[src/rtl/ram_dump_uart.sv]
// RAM dump engine: walks RAM addresses 0..DEPTH-1 and sends a sync byte followed by
// every RAM byte as UART 8N1 frames on tx, for host-side inspection while the CPU is halted.
module ram_dump_uart #(
  parameter int unsigned CLKS_PER_BIT = 234,
  parameter int unsigned DEPTH        = 16,
  parameter int unsigned ADDR_W       = 4,
  parameter logic [7:0]  SYNC_BYTE    = 8'hA5
) (
  input  logic              clk,
  input  logic              rst,
  input  logic              start,
  input  logic [7:0]        ram_data,
  output logic [ADDR_W-1:0] dump_addr,
  output logic              dump_active,
  output logic              busy,
  output logic              done,
  output logic              tx
);

  typedef enum logic [2:0] {IDLE, START, DATA, STOP, FETCH, LATCH} state_t;

  state_t            state, state_nx;
  logic [15:0]       baud_cnt, baud_nx;
  logic [2:0]        bit_cnt, bit_nx;
  logic [7:0]        shift, shift_nx;
  logic              hdr, hdr_nx;
  logic [ADDR_W-1:0] addr_nx;
  logic              done_nx, tx_nx;
  logic              bit_end, last_addr;

  always_comb begin
    state_nx  = state;
    baud_nx   = '0;
    bit_nx    = bit_cnt;
    shift_nx  = shift;
    hdr_nx    = hdr;
    addr_nx   = dump_addr;
    done_nx   = 1'b0;
    bit_end   = (baud_cnt == 16'(CLKS_PER_BIT - 1));
    last_addr = (dump_addr == ADDR_W'(DEPTH - 1));

    if (state inside {START, DATA, STOP})
      baud_nx = bit_end ? '0 : baud_cnt + 16'd1;

    case (state)
      IDLE: if (start) begin
        shift_nx = SYNC_BYTE;
        hdr_nx   = 1'b1;
        addr_nx  = '0;
        bit_nx   = '0;
        state_nx = START;
      end
      START: if (bit_end) begin
        bit_nx   = '0;
        state_nx = DATA;
      end
      DATA: if (bit_end) begin
        shift_nx = {1'b0, shift[7:1]};
        bit_nx   = bit_cnt + 3'd1;
        if (bit_cnt == 3'd7) state_nx = STOP;
      end
      STOP: if (bit_end) begin
        if (hdr) begin
          hdr_nx   = 1'b0;
          state_nx = FETCH;
        end else if (last_addr) begin
          done_nx  = 1'b1;
          state_nx = IDLE;
        end else begin
          addr_nx  = dump_addr + ADDR_W'(1);
          state_nx = FETCH;
        end
      end
      FETCH: state_nx = LATCH;
      LATCH: begin
        shift_nx = ram_data;
        state_nx = START;
      end
      default: state_nx = IDLE;
    endcase

    // tx is registered from the next-state view so the line changes on the same edge as the state
    case (state_nx)
      START:   tx_nx = 1'b0;
      DATA:    tx_nx = shift_nx[0];
      default: tx_nx = 1'b1;
    endcase
  end

  always_ff @(posedge clk or posedge rst) begin
    if (rst) begin
      state       <= IDLE;
      baud_cnt    <= '0;
      bit_cnt     <= '0;
      shift       <= '0;
      hdr         <= 1'b0;
      dump_addr   <= '0;
      dump_active <= 1'b0;
      done        <= 1'b0;
      tx          <= 1'b1;
    end else begin
      state       <= state_nx;
      baud_cnt    <= baud_nx;
      bit_cnt     <= bit_nx;
      shift       <= shift_nx;
      hdr         <= hdr_nx;
      dump_addr   <= addr_nx;
      dump_active <= (state_nx != IDLE);
      done        <= done_nx;
      tx          <= tx_nx;
    end
  end

  always_comb busy = dump_active;

endmodule

[config.mk]
export PLATFORM = sky130hd
export DESIGN_NAME = ram_dump_uart
export DESIGN_NICKNAME = d
export VERILOG_FILES = /design/src/rtl/ram_dump_uart.sv
export SDC_FILE = /design/constraint.sdc
export NUM_CORES = 1
export LEC_CHECK = 0
export ABC_CLOCK_PERIOD_IN_PS = 3000
export BUFFER_PORTS_ARGS = -buffer_cell sky130_fd_sc_hd__clkbuf_2
export CAP_MARGIN = 20
export CORE_UTILIZATION = 53
export DETAILED_ROUTE_END_ITERATION = 12
export PLACE_DENSITY = 0.73
export SLEW_MARGIN = 20
export SYNTH_ARGS = -nofsm -noshare
export SYNTH_HDL_FRONTEND = slang
export SYNTH_SLANG_ARGS = --single-unit
[constraint.sdc]
create_clock -name clk -period 3 [get_ports clk]
set_clock_uncertainty 0.2 [all_clocks]
set_input_delay 0.6 -clock clk [delete_from_list [all_inputs] [get_ports clk]]
set_output_delay 0.6 -clock clk [all_outputs]
set_load 0.02 [all_outputs]
Word-level counts from Yosys, hierarchy flattened
Index checks and enable logic that the tools add are counted.
{"block": "totals", "latchBits": 0, "inputBits": 11, "mem_count": 0, "rom_bits": 0, "regBits": 38, "ramBits": 0}
{"block": "op_classes", "order_cmp": 0, "n_reduce_logical": 10, "addsub": 3, "n_mul": 0, "shifts": 0, "n_eq_ne": 16, "div": 0, "bitwise": 0, "mux": 30}
{"operator": "16-bit two-way mux", "n": 2}
{"operator": "3-bit two-way mux", "n": 10}
{"operator": "8-bit one-hot mux with 3 select lines", "n": 1}
{"operator": "3-bit one-hot mux with 6 select lines", "n": 1}
{"operator": "16-bit by 1-bit adder with 16-bit output, second input constant", "n": 1}
{"operator": "16-bit by 8-bit equality test with 1-bit output, second input constant", "n": 1}
{"operator": "4-bit two-way mux", "n": 4}
{"operator": "8-bit two-way mux", "n": 2}
{"operator": "2-bit inequality test, second input constant", "n": 6}
{"operator": "3-bit nonzero test", "n": 4}
{"operator": "3-bit by 2-bit equality test with 1-bit output, second input constant", "n": 3}
{"operator": "3-bit equality test, second input constant", "n": 3}
{"operator": "3-bit one-hot mux with 3 select lines", "n": 1}
{"operator": "4-bit one-hot mux with 2 select lines", "n": 1}
{"operator": "3-bit by 1-bit equality test with 1-bit output, second input constant", "n": 2}
{"operator": "1-bit two-way mux", "n": 6}
{"operator": "3-bit AND reduction", "n": 2}
{"operator": "5-bit AND reduction", "n": 1}
{"operator": "4-bit by 1-bit adder with 4-bit output, second input constant", "n": 1}
{"operator": "4-bit equality test, second input constant", "n": 1}
{"operator": "1-bit one-hot mux with 2 select lines", "n": 2}
{"operator": "4-bit AND reduction", "n": 1}
{"operator": "3-bit by 1-bit adder with 3-bit output, second input constant", "n": 1}
{"operator": "3-bit zero test", "n": 1}
{"operator": "2-bit nonzero test", "n": 1}

Logic depth before layout (Yosys ltp)
{"block": "logic_depth", "word_depth": 7, "depth_mapped": 8, "ltp_nobuf": 7}

Worst setup path before layout
No wires, ideal clock.
{"block": "synth_path", "path_kind": "reg-to-reg", "from": "register baud_cnt[12]", "to": "register baud_cnt[10]", "setup_slack_ps": 649, "period_less_slack_ps": 2351, "path_stages_with_launch": 7, "setup_time_ps": 121, "arrival_time_ps": 2030, "path_cell_list": "dfrtp_1 or4_4 or4_1 buf_6 o21ai_2 buf_2 nor2_1"}
{"block": "synth_between", "elab_chain_len": 3}
{"element": "start: declaration", "line": "23", "source": "logic [15:0] baud_cnt, baud_nx;"}
{"element": "start signal: assignment", "line": "103", "source": "baud_cnt <= baud_nx;"}
{"element": "16-bit by 8-bit equality test with 1-bit output", "line": "39", "source": "bit_end = (baud_cnt == 16'(CLKS_PER_BIT - 1));"}
{"element": "16-bit two-way mux", "line": "43", "source": "baud_nx = bit_end ? '0 : baud_cnt + 16'd1;"}
{"element": "16-bit two-way mux", "line": "42", "source": "if (state inside {START, DATA, STOP})"}
{"element": "via baud_nx[10]", "line": "23"}
The timed path passes the listed nets, and every way through them passes these cells.
A chain may end at the register's enable or synchronous reset.

Worst setup path in the final report
{"block": "layout_path", "from": "register baud_cnt[12]", "to": "register baud_cnt[4]"}
Same word-level chain as after synthesis.

==> flow_metrics.py <==
metrics = {
    "outcome": {
        "status": "complete, no violations",
    },
    "route": {
        "post_drt_wl_per_cell_um": 14.4,
        "wl_mm": 3.79,
        "drt.antenna.violating_nets": 0,
        "vias_per_cell": 5.72,
        "firstDrtPassIters": 4,
        "drc_errors": 0,
        "vias": 1509,
        "drt-initial-drc-count": 98,
    },
    "finish": {
        "antenna-diode-count": 0,
        "synthToLayoutAreaGrowth_pct": 11.3,
        "n_fill_cell": 293,
        "seq_area_um2": 952,
        "multi_input_comb_area_um2": 972,
        "drive_gt1_share_pct": 18.3,
        "design_area_um2": 2230,
        "final_nets": 233,
    },
    "synthesis": {
        "synth_xor_area_share_pct": 6.56,
        "synthAdderAreaFrac_pct": 3.13,
        "yosys.area_share.simple_pct": 23.9,
        "synthArstFlopShare_pct": 100,
        "yosys.cell_types.count": 54,
        "synth_top_family_by_area": "simple AND/OR/NAND/NOR gates",
        "synth_seq_cells": 38,
        "yosys.area.top_type": "dfrtp_1",
        "synth_compound_area_share_pct": 12.2,
        "synth.avg_cell_area_um2": 10.1,
        "seq_area_frac_synth_pct": 47.6,
        "yosys-mux-area-fraction_pct": 2.75,
        "synthCells": 198,
        "yosysMostFrequentCell": "dfrtp_1",
        "yosys-top-cells-count": "dfrtp_1 (37), nor2_1 (27), nand2_1 (11), nand3_1 (11)",
        "yosysTopAreaCellShare_pct": 46.3,
        "synthTopCellsByArea": "dfrtp_1 (46%), nor2_1 (5.1%), xor2_1 (3.9%)",
        "yosys_warnings": 0,
        "synth-edff-count": 0,
        "ys_dominant_reg_cell": "dfrtp_1",
        "synth_area_um2": 2000,
        "syn_nets": 214,
    },
    "global_routing": {
        "grt_use_total_pct": 21.3,
        "grt_pass1_vias": 1454,
        "grt_first_pass_wirelength_mm": 6.53,
        "antenna_found_initial": 0,
        "gr-total-overflow": 0,
        "grt_max_degree": 23,
    },
    "setup_path": {
        "arrival_ps": 2570,
        "startpoint_type": "flop",
        "max_stage_delay_ps": 780,
        "crit_family": "simple AND/OR/NAND/NOR gates",
        "cp-end-kind": "flop",
        "critPathLaunch": "baud_cnt[12]",
        "required_ps": 2940,
        "crit_type": "flop to flop",
        "worst_path_max_delay_cell": "or4_1",
        "worst-path-buf-inv": 0,
        "crit_chain": "or4_4 -> or4_1 -> o21ai_2 -> nor2_1",
        "path_max_fanout": 16,
        "r2r-start": "baud_cnt[12]",
    },
    "pwr": {
        "seq_power_share_pct": 53.3,
        "peakVddDrop_mv": 0.304,
        "switchingPower_mw": 0.200,
        "power.internal_mw": 0.778,
        "cellLeakagePower_nw": 1.01,
        "clkPwrFrac_pct": 43.4,
        "swShare_pct": 20.4,
        "pwr-share-comb_pct": 3.4,
        "power_density_nw_per_um2": 439,
    },
    "floorplan": {
        "dieArea_um2": 4030,
        "die_width_um": 63.5,
        "ios": 19,
        "core-area_um2": 3470,
        "rows": 21,
        "die_h_um": 63.5,
        "start_util_pct": 57.7,
    },
    "cts": {
        "post_cts_buffers": 0,
        "cts.sinks": 38,
        "cts.clk_slew.worst_paths_ps": 70,
        "cts_tree": "done",
        "clockRootBuffer": "clkbuf_8",
        "post_cts_resized": 0,
        "cts_max_path_buffers": 2,
        "cts-hold-fix-buffers": 0,
        "ctsHtreeMaxLevel": 2,
        "clock_latency_ps": 290,
        "cts_buffers": 5,
    },
    "timing": {
        "rsz0062_at_grt": "false",
        "drv_slew": 0,
        "setup_tns_ps": 0,
        "post-route-period-util_pct": 87.4,
        "max_freq_mhz": 381,
        "report.final.hold_viol_count": 0,
        "relSlewSlack_pct": 53.9,
        "tightest_slew_ps": 685,
        "setup_viol": 0,
        "post-route-min-period_ps": 2620,
    },
    "placement": {
        "numPortBuffers": 18,
        "post_dp_cell_area_um2": 2120,
        "place_congestion": 0.902,
        "dp_hpwl_mm": 2.77,
    },
    "hold_path": {
        "hold_class": "primary input to async pin",
    },
    "run": {
        "cap_violations": 0,
    },
}
==> worst paths after layout <==
kind	cells after the start	to	slack [ps]
worst max-delay path	4	baud_cnt[4]	380
worst min-delay path	2	baud_cnt[10]	170
worst max register to register	4	baud_cnt[4]	380
worst min register to register	1	bit_cnt[0]	290
max in group asynchronous	3	tx	1650
min in group clk	1	bit_cnt[0]	290
==> flip-flops by register name (all words and copies together) (netlist names) <==
register and cells:
dump_addr 4, tx 1, state 3, shift 8
bit_cnt 3, baud_cnt 16, hdr 1, done 1
busy 1
==> power by group through the flow <==
| stage | clock, mW | sequential, mW | combinational (mW) |
|---|---|---|---|
| 3_5_place_dp | 0 | 0.531 | 0.0340 |
| 6_report | 0.424 | 0.521 | 0.0329 |
| 2_1_floorplan | 0 | 0.533 | 0.0164 |
| 5_1_grt | 0.457 | 0.522 | 0.0387 |
| 3_3_place_gp | 0 | 0.531 | 0.0322 |
| 4_1_cts | 0.433 | 0.521 | 0.0342 |
==> metal layers <==
| layer | routed length (µm) | GRT usage [%] |
|---|---|---|
| met4 | 34 | 6.25 |
| met2 | 1790 | 32.0 |
| met1 | 1810 | 29.8 |
| met3 | 164 | 5.98 |
| met5 | 0 | 0 |
==> cells by family after synthesis <==
| group | count (synthesis) |
|---|---|
| multiplexers | 5 |
| AO/OA/AOI/OAI | 34 |
| buffers and inverters | 17 |
| XOR/XNOR | 15 |
| AND/OR/NAND/NOR | 84 |
| adder cells (fa/ha/maj) | 5 |
| flip-flops | 38 |
==> metrics by stage <==
step	cells	power (mW)	worst slack, ps	hold slack, ps	utilization, %
2_1_floorplan	198	0.549	649	246	-
3_3_place_gp	256	0.563	460	262	61.1
3_5_place_dp	256	0.565	374	267	61.1
4_1_cts	264	0.988	368	190	64.2
5_1_grt	264	1.02	294	241	64.2
6_report	264	0.978	377	171	64.2
==> layout by cell type, fill, tap and decap left out, types with 2 or more instances in the layout <==
cell      synthesis  routed
clkbuf_8          0       5
a22o_1            2       2
nand2_1          11      11
dfrtp_1          37      37
nor4_4            2       2
or3_1             2       2
ha_1              5       5
nor3_1            5       5
nand4_1           4       4
o21ai_1           3       3
nor2_1           27      27
xor2_1            9       9
inv_1             9       9
mux2_1            2       2
nand3_1          11      11
nand2b_1          2       2
mux2_2            2       2
o31ai_1           4       4
nor4_1            2       2
nor2b_1           2       2
xnor2_1           6       6
clkbuf_2          0      18
a221o_1           3       3
clkbuf_1          4       2
a21oi_1           6       6
o21ai_0           4       4
or4_1             2       2
a21o_1            3       3
buf_4             1       2
==> final cells by class <==
type,count,share of cell area [%]
tap,46,2.58
clock buffer,7,3.43
multi-input combinational,143,43.7
inverter,9,1.52
timing repair buffer,20,4.72
sequential,38,42.8
clock inverter,1,1.35
(Power assumes the default switching activity.)
